File: src/rtl/entropy_source_select_pkg.sv
// Shared constants for the entropy source-selection stage.
// Latency: n/a (package only).
// Backpressure: n/a (package only).
// Holds the channel index map, selector width and blanking counter width
// used by the interface, the mux and the top.
package entropy_source_select_pkg;

   localparam int SEL_W = 2;
   localparam int CNT_W = 4;

   localparam logic [SEL_W-1:0] CH_RING   = 2'd0;
   localparam logic [SEL_W-1:0] CH_ALT    = 2'd1;
   localparam logic [SEL_W-1:0] CH_REPEAT = 2'd2;
   localparam logic [SEL_W-1:0] CH_USER   = 2'd3;

endpackage

File: src/rtl/entropy_source_select_if.sv
// Bundles the entropy channel inputs, selector and selected outputs.
// Latency: n/a (wires only).
// Backpressure: none; valid-only stream, no ready.
// Ports: ext_bit/ext_valid/sel (master -> slave); bit_out, valid_out,
//        src_changed, alt_bit (slave -> master).
interface entropy_source_select_if;
   import entropy_source_select_pkg::*;

   logic [3:0]       ext_bit;
   logic [3:0]       ext_valid;
   logic [SEL_W-1:0] sel;
   logic             bit_out;
   logic             valid_out;
   logic             src_changed;
   logic             alt_bit;

   modport master (
      output ext_bit, ext_valid, sel,
      input  bit_out, valid_out, src_changed, alt_bit
   );

   modport slave (
      input  ext_bit, ext_valid, sel,
      output bit_out, valid_out, src_changed, alt_bit
   );

endinterface

File: src/rtl/entropy_source_select_mux4_sel.sv
// Generic 4:1 single-bit selector.
// Latency: combinational, zero cycles.
// Backpressure: none.
// Ports: d (4-bit candidate vector), s (2-bit index), y (selected bit).
module mux4_sel
   import entropy_source_select_pkg::*;
(
   input  logic [3:0]       d,
   input  logic [SEL_W-1:0] s,
   output logic             y
);

   always_comb begin
      y = d[s];
   end

endmodule

File: src/rtl/entropy_source_select.sv
// TRNG front-end: alternating mock RNG on channel 1, 4:1 source mux,
// selector-change pulse and post-change validity blanking.
// Latency: zero cycles sel/ext_* -> outputs; one cycle when
//          ENTROPY_SELECT_REG_OUT_EN is defined (registered outputs).
// Backpressure: none; downstream must qualify bit_out with valid_out.
// Ports: clk, rst (synchronous, active-high), bus (entropy_source_select_if.slave).
module entropy_source_select
   import entropy_source_select_pkg::*;
#(
   parameter logic        ALT_INIT     = 1'b0,
   parameter int unsigned BLANK_CYCLES = 2
)
(
   input  logic                     clk,
   input  logic                     rst,
   entropy_source_select_if.slave   bus
);

   logic             alt_bit_q;
   logic             alt_valid_q;
   logic [SEL_W-1:0] sel_q;
   logic [CNT_W-1:0] cnt_q;
   logic [3:0]       ch_bit;
   logic [3:0]       ch_valid;
   logic             mux_bit;
   logic             mux_valid;
   logic             chg;
   logic             valid_comb;

   // Alternating generator: deterministic stand-in source on the alt channel.
   always_ff @(posedge clk) begin
      if (rst) begin
         alt_bit_q   <= ALT_INIT;
         alt_valid_q <= 1'b0;
      end else begin
         alt_bit_q   <= ~alt_bit_q;
         alt_valid_q <= 1'b1;
      end
   end

   // Channel 1 of the external vectors is replaced by the alternating source.
   always_comb begin
      ch_bit           = bus.ext_bit;
      ch_valid         = bus.ext_valid;
      ch_bit[CH_ALT]   = alt_bit_q;
      ch_valid[CH_ALT] = alt_valid_q;
   end

   mux4_sel u_mux_bit (
      .d (ch_bit),
      .s (bus.sel),
      .y (mux_bit)
   );

   mux4_sel u_mux_valid (
      .d (ch_valid),
      .s (bus.sel),
      .y (mux_valid)
   );

   // sel_q keeps tracking through reset, so a selector held across reset
   // release does not look like a change.
   always_ff @(posedge clk) begin
      sel_q <= bus.sel;
   end

   assign chg = (bus.sel != sel_q) & ~rst;

   // Blanking window: reloads on every change, so a change inside the
   // window restarts it; otherwise counts down and parks at zero.
   always_ff @(posedge clk) begin
      if (rst) begin
         cnt_q <= '0;
      end else if (chg) begin
         cnt_q <= CNT_W'(BLANK_CYCLES);
      end else if (cnt_q != '0) begin
         cnt_q <= cnt_q - CNT_W'(1);
      end
   end

   assign valid_comb = mux_valid & ~chg & (cnt_q == '0);
   assign bus.alt_bit = alt_bit_q;

`ifdef ENTROPY_SELECT_REG_OUT_EN
   logic bit_out_q;
   logic valid_out_q;
   logic src_changed_q;

   always_ff @(posedge clk) begin
      if (rst) begin
         bit_out_q     <= ALT_INIT;
         valid_out_q   <= 1'b0;
         src_changed_q <= 1'b0;
      end else begin
         bit_out_q     <= mux_bit;
         valid_out_q   <= valid_comb;
         src_changed_q <= chg;
      end
   end

   assign bus.bit_out     = bit_out_q;
   assign bus.valid_out   = valid_out_q;
   assign bus.src_changed = src_changed_q;
`else
   assign bus.bit_out     = mux_bit;
   assign bus.valid_out   = valid_comb;
   assign bus.src_changed = chg;
`endif

endmodule

File: src/flat_wrapper.sv
// flat-port wrapper written by rule: the top's interface ports become plain ports
module entropy_source_select_flat import entropy_source_select_pkg::*;
#(
   parameter logic        ALT_INIT     = 1'b0,
   parameter int unsigned BLANK_CYCLES = 2
)
  (clk, rst, bus_ext_bit, bus_ext_valid, bus_sel, bus_bit_out, bus_valid_out, bus_src_changed, bus_alt_bit);
  entropy_source_select_if bus_i ();
  input  logic clk;
  input  logic rst;
  input wire logic [$bits(bus_i.ext_bit)-1:0] bus_ext_bit;
  input wire logic [$bits(bus_i.ext_valid)-1:0] bus_ext_valid;
  input wire logic [$bits(bus_i.sel)-1:0] bus_sel;
  output wire logic [$bits(bus_i.bit_out)-1:0] bus_bit_out;
  output wire logic [$bits(bus_i.valid_out)-1:0] bus_valid_out;
  output wire logic [$bits(bus_i.src_changed)-1:0] bus_src_changed;
  output wire logic [$bits(bus_i.alt_bit)-1:0] bus_alt_bit;
  assign bus_i.ext_bit = bus_ext_bit;
  assign bus_i.ext_valid = bus_ext_valid;
  assign bus_i.sel = bus_sel;
  assign bus_bit_out = bus_i.bit_out;
  assign bus_valid_out = bus_i.valid_out;
  assign bus_src_changed = bus_i.src_changed;
  assign bus_alt_bit = bus_i.alt_bit;
  entropy_source_select #(.ALT_INIT(ALT_INIT), .BLANK_CYCLES(BLANK_CYCLES)) u_core (.clk(clk), .rst(rst), .bus(bus_i));
endmodule
File: config.mk
export PLATFORM = sky130hd
export DESIGN_NAME = entropy_source_select_flat
export DESIGN_NICKNAME = d
export VERILOG_FILES = /design/src/rtl/entropy_source_select_pkg.sv /design/src/rtl/entropy_source_select_if.sv /design/src/rtl/entropy_source_select_mux4_sel.sv /design/src/rtl/entropy_source_select.sv /design/src/flat_wrapper.sv
export SDC_FILE = /design/constraint.sdc
export NUM_CORES = 1
export LEC_CHECK = 0
export CORE_AREA = 3 3 40 42
export CTS_CLUSTER_DIAMETER = 50
export DETAILED_ROUTE_END_ITERATION = 16
export DIE_AREA = 0 0 43 45
export HOLD_SLACK_MARGIN = 0.05
export PLACE_DENSITY = 0.63
export SYNTH_ARGS = -nofsm -noshare
export SYNTH_HDL_FRONTEND = slang
export SYNTH_HIERARCHICAL = 1
export SYNTH_SLANG_ARGS = --single-unit
File: constraint.sdc
create_clock -name clk -period 1.4 [get_ports clk]
set_clock_uncertainty 0.15 [all_clocks]
set_input_delay 0.28 -clock clk [delete_from_list [all_inputs] [get_ports clk]]
set_output_delay 0.28 -clock clk [all_outputs]
set_load 0.005 [all_outputs]
==> metrics.csv, run 1 <==
stage,metric,value,unit
status,status,finished with violations,
status,failing checks,setup timing,
timing,Max Slew Vio Count,0,
global_route,vias in the first global route,324,
clocking,clock buffer depth,2,
critical_path,FF-to-FF path depth,4,
power_and_ir_drop,"Power, Total",547,uW
timing,RSZ-0062 raised after global routing,yes,
timing,setup TNS,-616,ps
power_and_ir_drop,Pwr Density,917,nW/um^2
power_and_ir_drop,leakage power total,0.269,nW
logic_synthesis,post-synth top area share,48.5,%
critical_path,CP required,970,ps
route,first drt pass iteration count,2,
power_and_ir_drop,Peak VDD IR,0.415,mV
timing,pin slew with the least headroom to its limit,196,ps
clocking,total CTS buffers,3,
timing,final worst slack,-257,ps
logic_synthesis,most frequent cell after synthesis,dfxtp_1,
critical_path,Worst R2R Setup Slack,220,ps
placement,Port-buffer cells,13,
floorplan,Die X,43,microns
logic_synthesis,distinct cell type count after synthesis,15,
logic_synthesis,"Top FF cell, synth",dfxtp_1,
timing,fin crit period,1660,ps
floorplan,row cnt,13,
logic_synthesis,#FFs+latches synth,8,
min_path,Hold WC Path Type,input port to flip-flop,
route,Initial DRC Count,3,
global_route,antenna violations before repair,0,
global_route,GR Util All Layers,9.21,%
route,DRC violations left,0,
critical_path,crit path DAT,1230,ps
critical_path,CP Capture Type,primary output,
placement,GP Congestion,0.650,
logic_synthesis,async set-or-reset flop fraction in the synthesized netlist,0,%
placement,pre-CTS setup slack,-961,ps
critical_path,reg2reg start,u_core/cnt_q[0],
global_route,largest net degree at the start of global routing,6,
finish,Inserted Diodes,0,
route,via count,333,
critical_path,Worst R2R End,u_core/cnt_q[2],
floorplan,Die Y-Extent,45,microns
finish,P&R area growth vs syn,80.7,%
logic_synthesis,Syn Area/Cell,10.7,sq um
floorplan,core box area,1280,sq um
job,Max-Cap Viols,0,
critical_path,Setup crit start,u_core/alt_valid_q,
route,total wire length,790,microns
critical_path,Worst Setup EP,bus_valid_out,
logic_synthesis,"EDFF count, synth",0,
route,WL/cell,10.7,microns
finish,fill count,127,
finish,fin util,46.4,%
finish,layout cells sized above 1,47.5,%
placement,placed instance area,558,sq um
clocking,clk root buf,clkbuf_4,
route,detailed-route vias per instance,4.50,
logic_synthesis,most instantiated cells after synthesis,"dfxtp_1, nand2_1, nor2_1",
timing,final hold vios,0,
logic_synthesis,post-synthesis cell count,31,
logic_synthesis,share of the yosys chip area belonging to registers,48.5,%
timing,Max Clk Rate,604,MHz
placement,detailed placement HPWL,614,microns
logic_synthesis,yosys warns,6,
clocking,TritonCTS clock tree,built,
timing,fin crit share,118,%
clocking,"Reg clk slew, reported paths",50,ps
logic_synthesis,post-synthesis cell area,330,sq um
critical_path,CP Launch Type,flip-flop,
global_route,gr ovfl total,0,
clocking,H-tree levels,1,
floorplan,initial core utilization,25.7,%
timing,tightest slew margin relative to the limit,86.8,%
floorplan,Top-Level Pins,16,
critical_path,Crit Path Class,flip-flop to primary output,
logic_synthesis,post-synth net total,43,
logic_synthesis,top cell type by total area after synthesis,dfxtp_1,
critical_path,Crit Path Max Fanout,1,
logic_synthesis,Area contributors post-synth,"dfxtp_1, mux4_2, xnor2_1, a211oi_2, nor4_1",
floorplan,die area,1940,sq um
route,Post-DRT Antenna Nets,0,
timing,count of final setup violators,3,
global_route,first-pass GRT wire length,1.26,mm
clocking,"Clk Latency, worst-skew pair",260,ps
finish,Final Cell Area,597,sq um
finish,Nets,73,
clocking,clock tree sinks,8,
## cell usage in the layout, fill, tap and decap left out
| master | n |
|---|---|
| nor2_2 | 1 |
| buf_6 | 1 |
| nor3_2 | 1 |
| inv_1 | 2 |
| nor3_1 | 1 |
| clkdlybuf4s15_1 | 1 |
| dfxtp_1 | 7 |
| o2111a_1 | 1 |
| buf_2 | 3 |
| clkbuf_4 | 3 |
| nor2_1 | 2 |
| a31oi_1 | 1 |
| clkdlybuf4s50_1 | 1 |
| mux4_2 | 2 |
| dlygate4sd3_1 | 1 |
| buf_4 | 12 |
| dlygate4sd2_1 | 7 |
| o21ai_0 | 2 |
| nor4_1 | 2 |
| dfxtp_2 | 1 |
| a211oi_2 | 1 |
| xnor2_2 | 2 |
| and2_4 | 1 |
| nand2_1 | 3 |
## layer usage
layer | wire (microns) | up-vias | global-route usage, % | share of wire, %
met1 | 339 | 150 | 9.80 | 43
met4 | 5 | 0 | 9.04 | 0.63
li1 | - | 168 | - | -
met5 | 0 | - | 0 | 0
met2 | 370 | 13 | 13.5 | 47
met3 | 74 | 2 | 3.98 | 9.4
## sequential cells by signal, indices dropped and copies added (netlist names)
register and cells:
u_core/alt_valid_q 1, u_core/cnt_q 4, u_core/bus.alt_bit 1, u_core/sel_q 2
## power breakdown
group          switching (mW)  internal, mW
sequential            0.00598         0.239
clock                  0.0823        0.0984
combinational          0.0435        0.0782
## worst max-delay path, stage by stage (launching register included)
cell and delay, ps:
dfxtp_1 300, mux4_2 430, o2111a_1 120, buf_2 120
## metrics by stage
stage | hold slack, ps | std cells
4_1_cts | 206 | 74
2_1_floorplan | 158 | 31
3_5_place_dp | 307 | 69
3_3_place_gp | 312 | 69
5_1_grt | 232 | 74
6_report | 209 | 74
## how the worst min path moves through the flow
| stage | start | endpoint | slack (ps) | cells past startpoint |
|---|---|---|---|---|
| 6_report | bus_sel[1] | u_core/sel_q[1] | 210 | 1 |
| 5_1_grt | bus_sel[1] | u_core/sel_q[1] | 230 | 1 |
| 4_1_cts | bus_sel[1] | u_core/sel_q[1] | 210 | 1 |
| 3_5_place_dp | u_core/cnt_q[3] | u_core/cnt_q[3] | 310 | 2 |
| 3_3_place_gp | u_core/cnt_q[3] | u_core/cnt_q[3] | 310 | 2 |
| 2_1_floorplan | bus_sel[0] | u_core/sel_q[0] | 160 | 0 |
## timing repair
item,CTS,global route
hold buffers,1,0
cloned,0,0
setup endpoints to repair,4,3
resized for setup,28,4
buffers inserted,1,0
pin swaps,3,2
hold endpoints to repair,1,0
## area by class of cell
class / instances / area [sq um] / area share, %
Clock buffer: 3 / 22.5 / 3.77
Inverter: 2 / 7.51 / 1.26
Multi-Input combinational cell: 20 / 179 / 30.0
Sequential cell: 8 / 161 / 27.0
Tap cell: 15 / 18.8 / 3.14
Timing Repair Buffer: 26 / 208 / 34.8
## kinds of logic after synthesis
kind of cell / Yosys count / synth area share [%]
and+or+nand+nor: 11 / 17.0
xor gates and xnor gates: 2 / 5.30
DFF: 8 / 48.5
muxes: 2 / 13.6
AOI/OAI and AO/OA: 5 / 12.1
buffers and inverters: 3 / 3.41
(Power assumes the default switching activity.)
==> inputs of run 2 (changes only) <==
--- a/config.mk
+++ b/config.mk
@@ -10,7 +10,7 @@
 export DETAILED_ROUTE_END_ITERATION = 16
 export DIE_AREA = 0 0 43 45
 export HOLD_SLACK_MARGIN = 0.05
-export PLACE_DENSITY = 0.63
+export PLACE_DENSITY = 0.51
 export SYNTH_ARGS = -nofsm -noshare
 export SYNTH_HDL_FRONTEND = slang
 export SYNTH_HIERARCHICAL = 1
==> run 2 against run 1 <==
Effect of this change:
- the flow still finishes with violations (setup timing)
- non-clock buffer count increased by 1
- die area unchanged
- worst hold slack lost 51 ps
- routed wire length increased by 13%
- critical path depth stayed put
- critical endpoint unchanged
- largest power group unchanged
==> metrics.csv, run 2 (synthesis results as in run 1) <==
stage,metric,value,unit,change
status,status,finished with violations,,
status,failing checks,setup timing,,
placement,placed instance area,566,sq um,+1.3%
floorplan,Top-Level Pins,16,,unchanged
clocking,clock buffer depth,2,,unchanged
power_and_ir_drop,Psw,130,uW,-1.5%
route,first drt pass iteration count,1,,-1
power_and_ir_drop,leakage power total,0.274,nW,+1.9%
clocking,clock tree sinks,8,,unchanged
clocking,"Reg clk slew, reported paths",50,ps,about the same
critical_path,FF-to-FF path depth,5,,+1
finish,footprint of the multi-input gates,184,sq um,+2.8%
route,Initial DRC Count,0,,-3
floorplan,initial core utilization,25.7,%,unchanged
floorplan,core box area,1280,sq um,unchanged
timing,RSZ-0062 raised after global routing,yes,,
finish,"most common cell after layout, fill and taps aside",buf_4,,
route,detailed-route vias per instance,4.68,,+4.0%
finish,Nets,74,,+1.4%
timing,hold_ws,158,ps,-51.1 ps
global_route,largest net degree at the start of global routing,5,,-1
job,Max-Cap Viols,0,,unchanged
power_and_ir_drop,Clk pwr share,31.5,%,-1.5 points
power_and_ir_drop,sequential power share,44.6,%,about the same
route,total wire length,893,microns,+13%
timing,Max Slew Vio Count,0,,unchanged
critical_path,crit path DAT,1240,ps,about the same
timing,fin crit period,1670,ps,+9.89 ps
clocking,clk root buf,clkbuf_4,,
global_route,antenna violations before repair,0,,unchanged
critical_path,reg2reg start,u_core/sel_q[1],,
min_path,Hold Path End,u_core/sel_q[1],,
min_path,hold path cells,1,,unchanged
power_and_ir_drop,Comb power frac,23.9,%,+1.7 points
timing,tightest slew margin relative to the limit,82.5,%,-4.3 points
clocking,H-tree levels,1,,unchanged
floorplan,die area,1940,sq um,unchanged
finish,"commonest cells after routing, fill and taps aside","buf_4, dlygate4sd2_1, dfxtp_1",,
clocking,"Clk Latency, worst-skew pair",250,ps,about the same
power_and_ir_drop,"Power, Total",551,uW,+0.63%
critical_path,CP required,970,ps,about the same
critical_path,Crit Path Max Fanout,1,,unchanged
finish,"non-filler cells, final",75,,+1.4%
route,DRC violations left,0,,unchanged
finish,fill count,137,,+7.9%
finish,Inserted Diodes,0,,unchanged
global_route,GR Util All Layers,10.7,%,+1.5 points
global_route,gr ovfl total,0,,unchanged
critical_path,Worst R2R Setup Slack,130,ps,-90 ps
clocking,total CTS buffers,3,,unchanged
route,WL/cell,11.9,microns,+12%
timing,count of final setup violators,3,,unchanged
clocking,TritonCTS clock tree,built,,
placement,placed insts,70,,+1.4%
route,Post-DRT Antenna Nets,0,,unchanged
finish,largest register by flop count,u_core/cnt_q,,
critical_path,Crit Path Class,flip-flop to primary output,,
finish,Reg area,164,sq um,+1.6%
timing,fin crit share,119,%,+0.71 points
route,via count,351,,+5.4%
finish,layout cells sized above 1,53.3,%,+5.9 points
min_path,Hold WC Path Type,input port to flip-flop,,
timing,setup TNS,-625,ps,-9.27 ps
power_and_ir_drop,Peak VDD IR,0.405,mV,-2.4%
timing,final hold vios,0,,unchanged
timing,pin slew with the least headroom to its limit,261,ps,+65.2 ps
power_and_ir_drop,P_int,421,uW,+1.3%
finish,P&R area growth vs syn,86.0,%,
placement,GP Congestion,0.660,,+1.6%
finish,Final Cell Area,614,sq um,+2.9%
floorplan,row cnt,13,,unchanged
power_and_ir_drop,Pwr Density,896,nW/um^2,-2.2%
power_and_ir_drop,Sw Ratio,23.6,%,-0.50 points
floorplan,Die X,43,microns,unchanged
finish,top flop regs,"u_core/cnt_q x4, u_core/sel_q x2",,
global_route,first-pass GRT wire length,1.48,mm,+18%
finish,max reg flops,4,,unchanged
critical_path,CP Launch Type,flip-flop,,
critical_path,CP Capture Type,primary output,,
placement,Port-buffer cells,13,,unchanged
timing,final worst slack,-267,ps,-9.89 ps
timing,Max Clk Rate,600,MHz,-0.59%
global_route,vias in the first global route,385,,+19%
floorplan,Die Y-Extent,45,microns,unchanged
min_path,Worst Min Path Start,bus_sel[1],,
critical_path,Worst R2R End,u_core/cnt_q[3],,
-- run 2: stage by stage --
step / util, % / setup slack (ps)
floorplan: - / 81.6
global placement: 44.0 / -955
detailed placement: 44.0 / -974
CTS: 44.9 / -282
global route: 47.8 / -317
finish: 47.8 / -267
-- run 2: area by class of cell --
class,count,area share (%)
well taps,15,3.05
clock buffers,3,3.67
repair buffers,27,35.4
flip-flops and latches,8,26.7
multi-input cells,20,29.9
inverters,2,1.22
-- run 2: worst max path at each step --
| stage | endpoint | depth (start not counted) | from |
|---|---|---|---|
| global placement | bus_valid_out | 4 | bus_sel[0] |
| finish | bus_valid_out | 3 | u_core/alt_valid_q |
| global route | bus_valid_out | 3 | u_core/alt_valid_q |
| floorplan | bus_valid_out | 2 | bus_sel[0] |
| CTS | bus_valid_out | 3 | u_core/alt_valid_q |
| detailed placement | bus_valid_out | 4 | bus_sel[0] |
-- run 2: worst max-delay path, stage by stage (launching register included) --
cell	delay [ps]
dfxtp_1	300
mux4_2	440
o2111a_1	130
buf_2	130
-- run 2: power by group through the flow --
stage,Clock [mW],Combinational (mW),Sequential [mW]
CTS,0.182,0.114,0.244
global placement,0,0.125,0.248
global route,0.191,0.141,0.247
finish,0.174,0.131,0.245
floorplan,0,0.0395,0.250
detailed placement,0,0.127,0.249
-- run 2: metal layers --
layer / vias to the layer above / share of wire (%) / track usage, %
met4: 0 / 0 / 7.23
met1: 165 / 38 / 10.5
li1: 172 / - / -
met2: 14 / 57 / 20.1
met3: 0 / 5.7 / 2.39
met5: - / 0 / 0
-- run 2: what timing repair did --
action	in CTS	in global routing
gates resized for setup	29	8
setup endpoints to repair	7	4
hold buffers	1	0
pin swaps	4	2
cloned	0	0
buffers inserted	0	1
hold endpoints to repair	1	0
